<file path="config.mk">
export PLATFORM = sky130hd
export DESIGN_NAME = if_stage_flat
export DESIGN_NICKNAME = d
export VERILOG_FILES = /design/src/rtl/if_stage_if.sv /design/src/rtl/if_stage.sv /design/src/flat_wrapper.sv
export SDC_FILE = /design/constraint.sdc
export NUM_CORES = 1
export LEC_CHECK = 0
export ABC_AREA = 1
export BUFFER_PORTS_ARGS = -buffer_cell sky130_fd_sc_hd__buf_2
export CAP_MARGIN = 30
export CORE_MARGIN = 2
export CORE_UTILIZATION = 35
export DETAILED_ROUTE_END_ITERATION = 7
export REMOVE_ABC_BUFFERS = 1
export SETUP_SLACK_MARGIN = 0.2
export SLEW_MARGIN = 20
export SYNTH_ARGS = -nofsm -noshare
export SYNTH_HDL_FRONTEND = slang
export SYNTH_SLANG_ARGS = --single-unit
</file>
<file path="constraint.sdc">
create_clock -name clk_i -period 1.7 [get_ports clk_i]
set_input_delay 0.17 -clock clk_i [delete_from_list [all_inputs] [get_ports clk_i]]
set_output_delay 0.17 -clock clk_i [all_outputs]
set_load 0.01 [all_outputs]
</file>
<file path="src/rtl/if_stage_if.sv">
// ============================================================================
// Module   : if_stage_if
// Brief    : Hazard-control, redirect and instruction-memory bundle of the fetch stage.
// Revision : 1.0 - initial release
// ============================================================================
`default_nettype none

interface if_stage_if;
  logic        stall_i;
  logic        flush_i;
  logic        redirect_i;
  logic [31:0] target_i;
  logic [31:0] imem_addr_o;
  logic [31:0] imem_data_i;
  logic [31:0] instr_o;
  logic [31:0] pc_plus4_o;
  logic        valid_o;
  logic [31:0] fetch_count_o;
  logic        addr_err_o;

  // master: hazard unit, branch resolution and instruction memory
  modport master (
    output stall_i, flush_i, redirect_i, target_i, imem_data_i,
    input  imem_addr_o, instr_o, pc_plus4_o, valid_o, fetch_count_o, addr_err_o
  );

  // slave: the fetch stage itself
  modport slave (
    input  stall_i, flush_i, redirect_i, target_i, imem_data_i,
    output imem_addr_o, instr_o, pc_plus4_o, valid_o, fetch_count_o, addr_err_o
  );
endinterface

`default_nettype wire

</file>
<file path="src/rtl/if_stage.sv">
// ============================================================================
// Module   : if_stage
// Brief    : MIPS instruction fetch: program counter plus IF/ID pipeline register.
// Revision : 1.0 - initial release
// ============================================================================
`default_nettype none

module if_stage #(
  parameter logic [31:0] RESET_PC  = 32'h0000_0000,
  parameter logic [31:0] NOP_INSTR = 32'h0000_0000
) (
  input  wire logic clk_i,
  input  wire logic rst_i,
  if_stage_if.slave bus
);

  localparam logic [31:0] c_PC_STEP = 32'd4;

  logic [31:0] r_pc;
  logic [31:0] r_instr;
  logic [31:0] r_pc_plus4;
  logic        r_valid;
  logic [31:0] r_fetch_count;
  logic        r_addr_err;

  logic [31:0] w_pc_inc;
  logic [31:0] w_target_aligned;
  logic        w_target_misaligned;

  always_comb begin
    w_pc_inc            = r_pc + c_PC_STEP;
    w_target_aligned    = {bus.target_i[31:2], 2'b00};
    w_target_misaligned = (bus.target_i[1:0] != 2'b00);
  end

  // Redirect beats stall beats flush; the PC never leaves word alignment.
  always_ff @(posedge clk_i) begin
    if (rst_i) begin
      r_pc          <= {RESET_PC[31:2], 2'b00};
      r_instr       <= NOP_INSTR;
      r_pc_plus4    <= 32'd0;
      r_valid       <= 1'b0;
      r_fetch_count <= 32'd0;
      r_addr_err    <= 1'b0;
    end else if (bus.redirect_i) begin
      r_pc       <= w_target_aligned;
      r_instr    <= NOP_INSTR;
      r_pc_plus4 <= 32'd0;
      r_valid    <= 1'b0;
      if (w_target_misaligned) begin
        r_addr_err <= 1'b1;
      end
    end else if (bus.stall_i) begin
      if (bus.flush_i) begin
        r_instr    <= NOP_INSTR;
        r_pc_plus4 <= 32'd0;
        r_valid    <= 1'b0;
      end
    end else if (bus.flush_i) begin
      r_pc       <= w_pc_inc;
      r_instr    <= NOP_INSTR;
      r_pc_plus4 <= 32'd0;
      r_valid    <= 1'b0;
    end else begin
      r_pc          <= w_pc_inc;
      r_instr       <= bus.imem_data_i;
      r_pc_plus4    <= w_pc_inc;
      r_valid       <= 1'b1;
      r_fetch_count <= r_fetch_count + 32'd1;
    end
  end

  assign bus.imem_addr_o   = r_pc;
  assign bus.instr_o       = r_instr;
  assign bus.pc_plus4_o    = r_pc_plus4;
  assign bus.valid_o       = r_valid;
  assign bus.fetch_count_o = r_fetch_count;
  assign bus.addr_err_o    = r_addr_err;

endmodule

`default_nettype wire

</file>
<file path="src/flat_wrapper.sv">
// flat-port wrapper written by rule: the top's interface ports become plain ports
module if_stage_flat 
#(
  parameter logic [31:0] RESET_PC  = 32'h0000_0000,
  parameter logic [31:0] NOP_INSTR = 32'h0000_0000
)
  (clk_i, rst_i, bus_stall_i, bus_flush_i, bus_redirect_i, bus_target_i, bus_imem_data_i, bus_imem_addr_o, bus_instr_o, bus_pc_plus4_o, bus_valid_o, bus_fetch_count_o, bus_addr_err_o);
  if_stage_if bus_i ();
  input  wire logic clk_i;
  input  wire logic rst_i;
  input wire logic [$bits(bus_i.stall_i)-1:0] bus_stall_i;
  input wire logic [$bits(bus_i.flush_i)-1:0] bus_flush_i;
  input wire logic [$bits(bus_i.redirect_i)-1:0] bus_redirect_i;
  input wire logic [$bits(bus_i.target_i)-1:0] bus_target_i;
  input wire logic [$bits(bus_i.imem_data_i)-1:0] bus_imem_data_i;
  output wire logic [$bits(bus_i.imem_addr_o)-1:0] bus_imem_addr_o;
  output wire logic [$bits(bus_i.instr_o)-1:0] bus_instr_o;
  output wire logic [$bits(bus_i.pc_plus4_o)-1:0] bus_pc_plus4_o;
  output wire logic [$bits(bus_i.valid_o)-1:0] bus_valid_o;
  output wire logic [$bits(bus_i.fetch_count_o)-1:0] bus_fetch_count_o;
  output wire logic [$bits(bus_i.addr_err_o)-1:0] bus_addr_err_o;
  assign bus_i.stall_i = bus_stall_i;
  assign bus_i.flush_i = bus_flush_i;
  assign bus_i.redirect_i = bus_redirect_i;
  assign bus_i.target_i = bus_target_i;
  assign bus_i.imem_data_i = bus_imem_data_i;
  assign bus_imem_addr_o = bus_i.imem_addr_o;
  assign bus_instr_o = bus_i.instr_o;
  assign bus_pc_plus4_o = bus_i.pc_plus4_o;
  assign bus_valid_o = bus_i.valid_o;
  assign bus_fetch_count_o = bus_i.fetch_count_o;
  assign bus_addr_err_o = bus_i.addr_err_o;
  if_stage #(.RESET_PC(RESET_PC), .NOP_INSTR(NOP_INSTR)) u_core (.clk_i(clk_i), .rst_i(rst_i), .bus(bus_i));
endmodule
</file>
==> impl_metrics.py, run 1 <==
metrics = {
    "run_status": {
        "status": "completed",
    },
    "route": {
        "drt_iter0_drc": 329,
        "wl_per_cell_um": 13.9,
        "drc_errors": 0,
        "viasPerCell": 4.74,
        "via_count": 6839,
        "first_pass_iters": 5,
        "detail-route-antenna-nets": 0,
        "wirelength_mm": 20.1,
    },
    "clock_tree": {
        "worstSkewPairLatency_ns": 0.43,
        "clk_pin_slew_worst_paths_ns": 0.06,
        "htree_levels": 4,
        "cts_buffers": 17,
        "cts_sinks": 126,
        "tritoncts": "built",
        "root_buffer": "clkbuf_16",
        "cts_buffer_depth": 2,
    },
    "critical_path": {
        "r2r_cells": 8,
        "cp.depth": 8,
        "crit_type": "reg -> reg",
        "critPathRequiredTime_ns": 2.07,
        "crit_fanout": 5,
        "critical-path-max-stage-delay_ns": 0.37,
        "crit_path_start_kind": "flop",
        "cp_cell_sequence": "ha_4 -> nand2_4 -> nor2_4 -> nand2_4 -> nor2_4 -> xor2_1 -> nand2_1 -> a21oi_2",
        "path_buf_inv": 0,
        "crit_path_end_kind": "flop",
        "critPathSlowestCell": "dfxtp_4",
        "arrival_ns": 1.87,
        "path_delay_family": "simple AND/OR/NAND/NOR gates",
    },
    "place": {
        "dp_cells": 1365,
        "dp_slack_ns": 0.0922,
        "postPlaceCellArea_um2": 7520,
        "gp_congestion": 0.864,
        "dpl.hpwl_mm": 13.9,
        "port_buffers": 194,
    },
    "finish": {
        "finish.utilization": 0.518,
        "nFillCells": 1745,
        "drive_above_1_share": 0.322,
        "instances_no_fill": 1442,
        "num-nets-final": 1274,
        "fin_area_um2": 8960,
        "area_growth_pct": 44.2,
    },
    "floorplan": {
        "die_h_um": 137,
        "die_area_um2": 18800,
        "start_util": 0.359,
        "row_count": 48,
        "die_w_um": 137,
        "io_pins": 199,
        "core_area_um2": 17300,
    },
    "timing": {
        "setup_ws_ns": 0.197,
        "fmax_mhz": 665,
        "setup_viol": 0,
        "slew_viol_final": 0,
        "tightest_slew_ns": 0.706,
        "post-route-min-period_ns": 1.50,
        "hold_ws_ns": 0.00768,
        "finalHoldViolCount": 0,
        "relSlewSlack": 0.529,
        "finalCritPeriodShare": 0.884,
        "tns_ns": 0,
        "finalClockSkew_ns": 0.00878,
        "grt_setup_unrepaired": "yes",
    },
    "power": {
        "p_leak_nw": 3.75,
        "power_density_nw_per_um2": 856,
        "p_total_mw": 7.67,
        "peakVddDrop_v": 0.000693,
    },
    "global_route": {
        "grt.total_usage": 0.209,
        "grt_pass1_wl_mm": 30.7,
        "antenna_found_initial": 2,
        "grt_pass1_vias": 6213,
        "grt_max_degree": 63,
        "grt.overflow.total": 0,
    },
    "synthesis": {
        "syn_area_per_cell_um2": 6.48,
        "seq_area_frac_synth": 0.406,
        "synth_top_area_cell": "dfxtp_1",
        "synth_common_cells": "nand2_1, dfxtp_1, a21oi_1, nor2_1, inv_1",
        "yosys_most_used_dff": "dfxtp_1",
        "synthCells": 959,
        "ys.warnings.count": 0,
        "async_flop_share": 0,
        "netlist_area_um2": 6210,
        "ys_ff_latch": 126,
        "netlist_top_cells_area": "dfxtp_1, nand2_1, a21oi_1, nor2_1, inv_1",
        "synthDominantCellAreaShare": 0.406,
        "yosysUniqueCellTypes": 31,
        "yosysMostFrequentCell": "nand2_1",
        "synth-edff-count": 0,
    },
    "min_path": {
        "worstHoldPathType": "in -> reg",
        "worstHoldPathCells": 3,
    },
    "run": {
        "cap_violations": 0,
    },
}
[final timing paths]
path                            slack (ns)                      start                   endpoint
worst min register to register        0.45      u_core.bus.addr_err_o      u_core.bus.addr_err_o
worst max register to register        0.20  u_core.bus.imem_addr_o[3]  u_core.bus.pc_plus4_o[18]
worst max-delay path                  0.20  u_core.bus.imem_addr_o[3]  u_core.bus.pc_plus4_o[18]
worst min-delay path                 0.008            bus_target_i[9]  u_core.bus.imem_addr_o[9]
[repair_timing]
item                                    CTS  global route
endpoints found under the setup margin   36            62
hold buffers                             35             0
buffers inserted                          2             7
hold endpoints to repair                 35             0
pin swaps                                 5            23
resized for setup                        24           113
[per-layer routing]
| metal | part of all wire | GRT usage |
|---|---|---|
| met1 | 0.44 | 0.255 |
| met2 | 0.48 | 0.353 |
| met3 | 0.059 | 0.0541 |
| met4 | 0.022 | 0.0762 |
| met5 | 0.00065 | 0 |
[kinds of logic (layout without fill, tap and decap cells)]
family / count (synthesis) / count (layout) / share of synthesized area
xor gates and xnor gates: 17 / 17 / 0.0240
buffers and inverters: 115 / 369 / 0.0759
and+or+nand+nor: 551 / 551 / 0.364
AOI/OAI and AO/OA: 147 / 147 / 0.125
adders and majority gates: 2 / 2 / 0.00403
DFF: 126 / 126 / 0.406
other: 1 / 5 / 0.000604
[power breakdown]
| part | switching (mW) | total [mW] | internal, mW |
|---|---|---|---|
| clock | 1.52 | 3.88 | 2.36 |
| sequential | 0.0758 | 3.10 | 3.02 |
| combinational | 0.394 | 0.688 | 0.294 |
[sequential cells by signal (all words and copies together) (netlist names)]
name / flops
u_core.bus.pc_plus4_o: 30
u_core.bus.imem_addr_o: 30
u_core.bus.fetch_count_o: 32
u_core.bus.valid_o: 1
u_core.bus.addr_err_o: 1
u_core.bus.instr_o: 32
[placed cells by master (no fill, tap or decap), types with 2 or more instances in the layout]
cell type      synthesis  routed
dfxtp_2                0      31
dlygate4sd3_1          0      35
a22o_1                 7       7
inv_8                  0       2
nor3_1                 3       3
buf_12                 0       3
buf_2                 17     194
nand4_1                2       2
ha_4                   0       2
xor2_1                11       7
o21a_1                 2       2
o21ai_0               23      23
buf_4                  5      29
nor2_1               107      69
nand2_1              370     356
clkbuf_16              0      17
dfxtp_1              126      85
nand2_4                1       5
nand2_2                4      14
nor2_2                10      28
nor2_4                 7      27
clkinv_4               0       2
nand3_1               38      36
bufinv_16              0       3
nand3_2                3       5
a21oi_1              107     103
a21oi_2                0       4
inv_1                 73      73
xnor2_1                6       6
a31oi_1                7       7
dfxtp_4                0      10
conb_1                 1       4
inv_6                  0       7
xor2_2                 0       4
and2_1                 4       4
[worst reg2reg max path, cell delays in order, from the launching register on]
cell,delay (ns)
dfxtp_4,0.37
ha_4,0.14
nand2_4,0.06
nor2_4,0.14
nand2_4,0.10
nor2_4,0.19
xor2_1,0.20
nand2_1,0.09
a21oi_2,0.15
[final cells by class]
cell class	count	area, um^2	area share
Tap cell	225	282	0.0314
Clock inverter	15	199	0.0222
Inverter	75	282	0.0314
Antenna cell	1	2.50	0.000279
Multi-Input combinational cell	721	3560	0.397
Sequential cell	126	2600	0.290
Timing Repair Buffer	262	1610	0.180
Clock buffer	17	425	0.0475
No activity file was read; power rests on OpenSTA's default activity.
==> run 2: changes to the inputs <==
--- a/config.mk
+++ b/config.mk
@@ -11,6 +11,7 @@
 export CORE_MARGIN = 2
 export CORE_UTILIZATION = 35
 export DETAILED_ROUTE_END_ITERATION = 7
+export PLACE_DENSITY = 0.59
 export REMOVE_ABC_BUFFERS = 1
 export SETUP_SLACK_MARGIN = 0.2
 export SLEW_MARGIN = 20
==> run 2 against run 1 <==
- cell count is 0.35% lower
- register-to-register slack better by 0.06 ns
- sequential power hardly changed
- critical path type unchanged
- final area is 1.6% lower
- utilization is 0.83 points lower
- power is 5.0% lower
- flip-flop and latch count stayed put
==> impl_metrics.py, run 2 (synthesis results as in run 1) <==
metrics = {
    "run_status": {
        "status": "completed",
    },
    "timing": {
        "finalCritPeriodShare": 0.850,
        "post-route-min-period_ns": 1.44,
        "relSlewSlack": 0.547,
        "hold_ws_ns": 0.00581,
        "grt_setup_unrepaired": "yes",
        "finalHoldViolCount": 0,
        "slew_viol_final": 0,
        "setup_viol": 0,
        "finalClockSkew_ns": 0.0134,
        "tightest_slew_ns": 0.679,
        "fmax_mhz": 692,
    },
    "clock_tree": {
        "root_buffer": "clkbuf_16",
        "htree_levels": 4,
        "worstSkewPairLatency_ns": 0.42,
        "tritoncts": "built",
        "clk_pin_slew_worst_paths_ns": 0.06,
        "cts_buffers": 17,
        "cts_buffer_depth": 2,
        "cts_sinks": 126,
    },
    "floorplan": {
        "core_area_um2": 17300,
        "die_h_um": 137,
        "row_count": 48,
        "die_w_um": 137,
        "start_util": 0.359,
        "io_pins": 199,
        "die_area_um2": 18800,
    },
    "power": {
        "p_total_mw": 7.28,
        "clkPwrFrac": 0.483,
        "internal_power_mw": 5.25,
        "peakVddDrop_v": 0.000718,
        "p_switching_mw": 2.03,
        "power_density_nw_per_um2": 826,
        "p_comb_frac": 0.093,
        "p_leak_nw": 3.69,
        "pwr-share-seq": 0.424,
        "switching_share": 0.280,
    },
    "route": {
        "detail-route-antenna-nets": 0,
        "drt_iter0_drc": 330,
        "drc_errors": 0,
        "via_count": 6677,
        "viasPerCell": 4.65,
        "wl_per_cell_um": 13.7,
        "first_pass_iters": 4,
        "wirelength_mm": 19.8,
    },
    "global_route": {
        "grt.total_usage": 0.202,
        "grt_pass1_wl_mm": 29.8,
        "grt.overflow.total": 0,
        "grt_pass1_vias": 6019,
        "antenna_found_initial": 2,
        "grt_max_degree": 64,
    },
    "min_path": {
        "worstHoldPathType": "in -> reg",
    },
    "critical_path": {
        "critPathRequiredTime_ns": 2.00,
        "reg2reg_slack_ns": 0.26,
        "crit_type": "reg -> reg",
        "crit_fanout": 5,
        "crit_path_start_kind": "flop",
        "crit_path_end_kind": "flop",
        "arrival_ns": 1.74,
    },
    "place": {
        "dpl.hpwl_mm": 14.0,
        "port_buffers": 194,
        "gp_congestion": 0.879,
    },
    "finish": {
        "area_growth_pct": 41.9,
        "layout_commonest_cell": "nand2_1",
        "num-nets-final": 1269,
        "mostFrequentLayoutCells": "nand2_1, buf_2, a21oi_1",
        "drive_above_1_share": 0.320,
    },
    "run": {
        "cap_violations": 0,
    },
}
## run 2: cell types whose count changed in the layout (fill, tap and decap cells not counted), sizes merged
cell | before | now
dlygate4sd3 | 35 | 25
buf | 227 | 232
bufinv | 3 | 0
clkinv | 3 | 4
clkinvlp | 1 | 2
inv | 83 | 84
## run 2: layout make-up
| class | instances | area [um^2] |
|---|---|---|
| fill | 1730 | 8480 |
| multi-input combinational | 721 | 3540 |
| sequential | 126 | 2590 |
| timing repair buffer | 257 | 1550 |
| clock buffer | 17 | 425 |
| inverter | 75 | 282 |
| tap | 225 | 282 |
| clock inverter | 15 | 144 |
| antenna | 1 | 2.50 |
## run 2: final timing paths
| path | start | endpoint | cells after the start |
|---|---|---|---|
| max reg2reg | u_core.bus.imem_addr_o[7] | u_core.bus.imem_addr_o[20] | 10 |
| min | bus_imem_data_i[2] | u_core.bus.instr_o[2] | 3 |
| min reg2reg | u_core.bus.addr_err_o | u_core.bus.addr_err_o | 2 |
| max | u_core.bus.imem_addr_o[7] | u_core.bus.imem_addr_o[20] | 10 |
## run 2: worst max-delay path: stages, from the launching register on
cell	delay, ns
dfxtp_4	0.37
buf_4	0.12
nand2_1	0.06
nor2_2	0.13
nand2_4	0.10
nor2_4	0.17
nand2_1	0.08
nand2_1	0.07
nand2_2	0.06
a21oi_2	0.10
nor2_1	0.04
## run 2: what timing repair did
action	CTS	global route
setup buffers	0	8
pin swaps	8	20
gates resized for setup	31	96
setup endpoints to repair	45	61
endpoints found under the hold margin	24	1
hold buffers	24	1
## run 2: power groups by stage
| stage | sequential (mW) | combinational, mW | clock (mW) |
|---|---|---|---|
| 2_1_floorplan | 3.18 | 0.253 | 0 |
| 3_3_place_gp | 3.15 | 0.613 | 0 |
| 3_5_place_dp | 3.15 | 0.614 | 0 |
| 4_1_cts | 3.09 | 0.664 | 3.59 |
| 5_1_grt | 3.10 | 0.749 | 3.71 |
| 6_report | 3.09 | 0.677 | 3.51 |
## run 2: stage by stage
step,setup WS [ns],TNS [ns],util,cells,instance area [um^2]
4_1_cts,0.172,0,0.489,1427,8460
3_3_place_gp,0.127,0,0.437,1371,7560
5_1_grt,0.132,0,0.510,1437,8810
3_5_place_dp,0.104,0,0.437,1371,7560
6_report,0.255,0,0.510,1437,8810
2_1_floorplan,-0.775,-64.88,-,922,6030
## run 2: routing by layer
metal,global-route usage,share of wire,vias to the layer above
met5,0,0.00066,-
met2,0.349,0.49,168
met3,0.0533,0.066,19
li1,-,-,3491
met1,0.247,0.43,2997
met4,0.0556,0.015,2
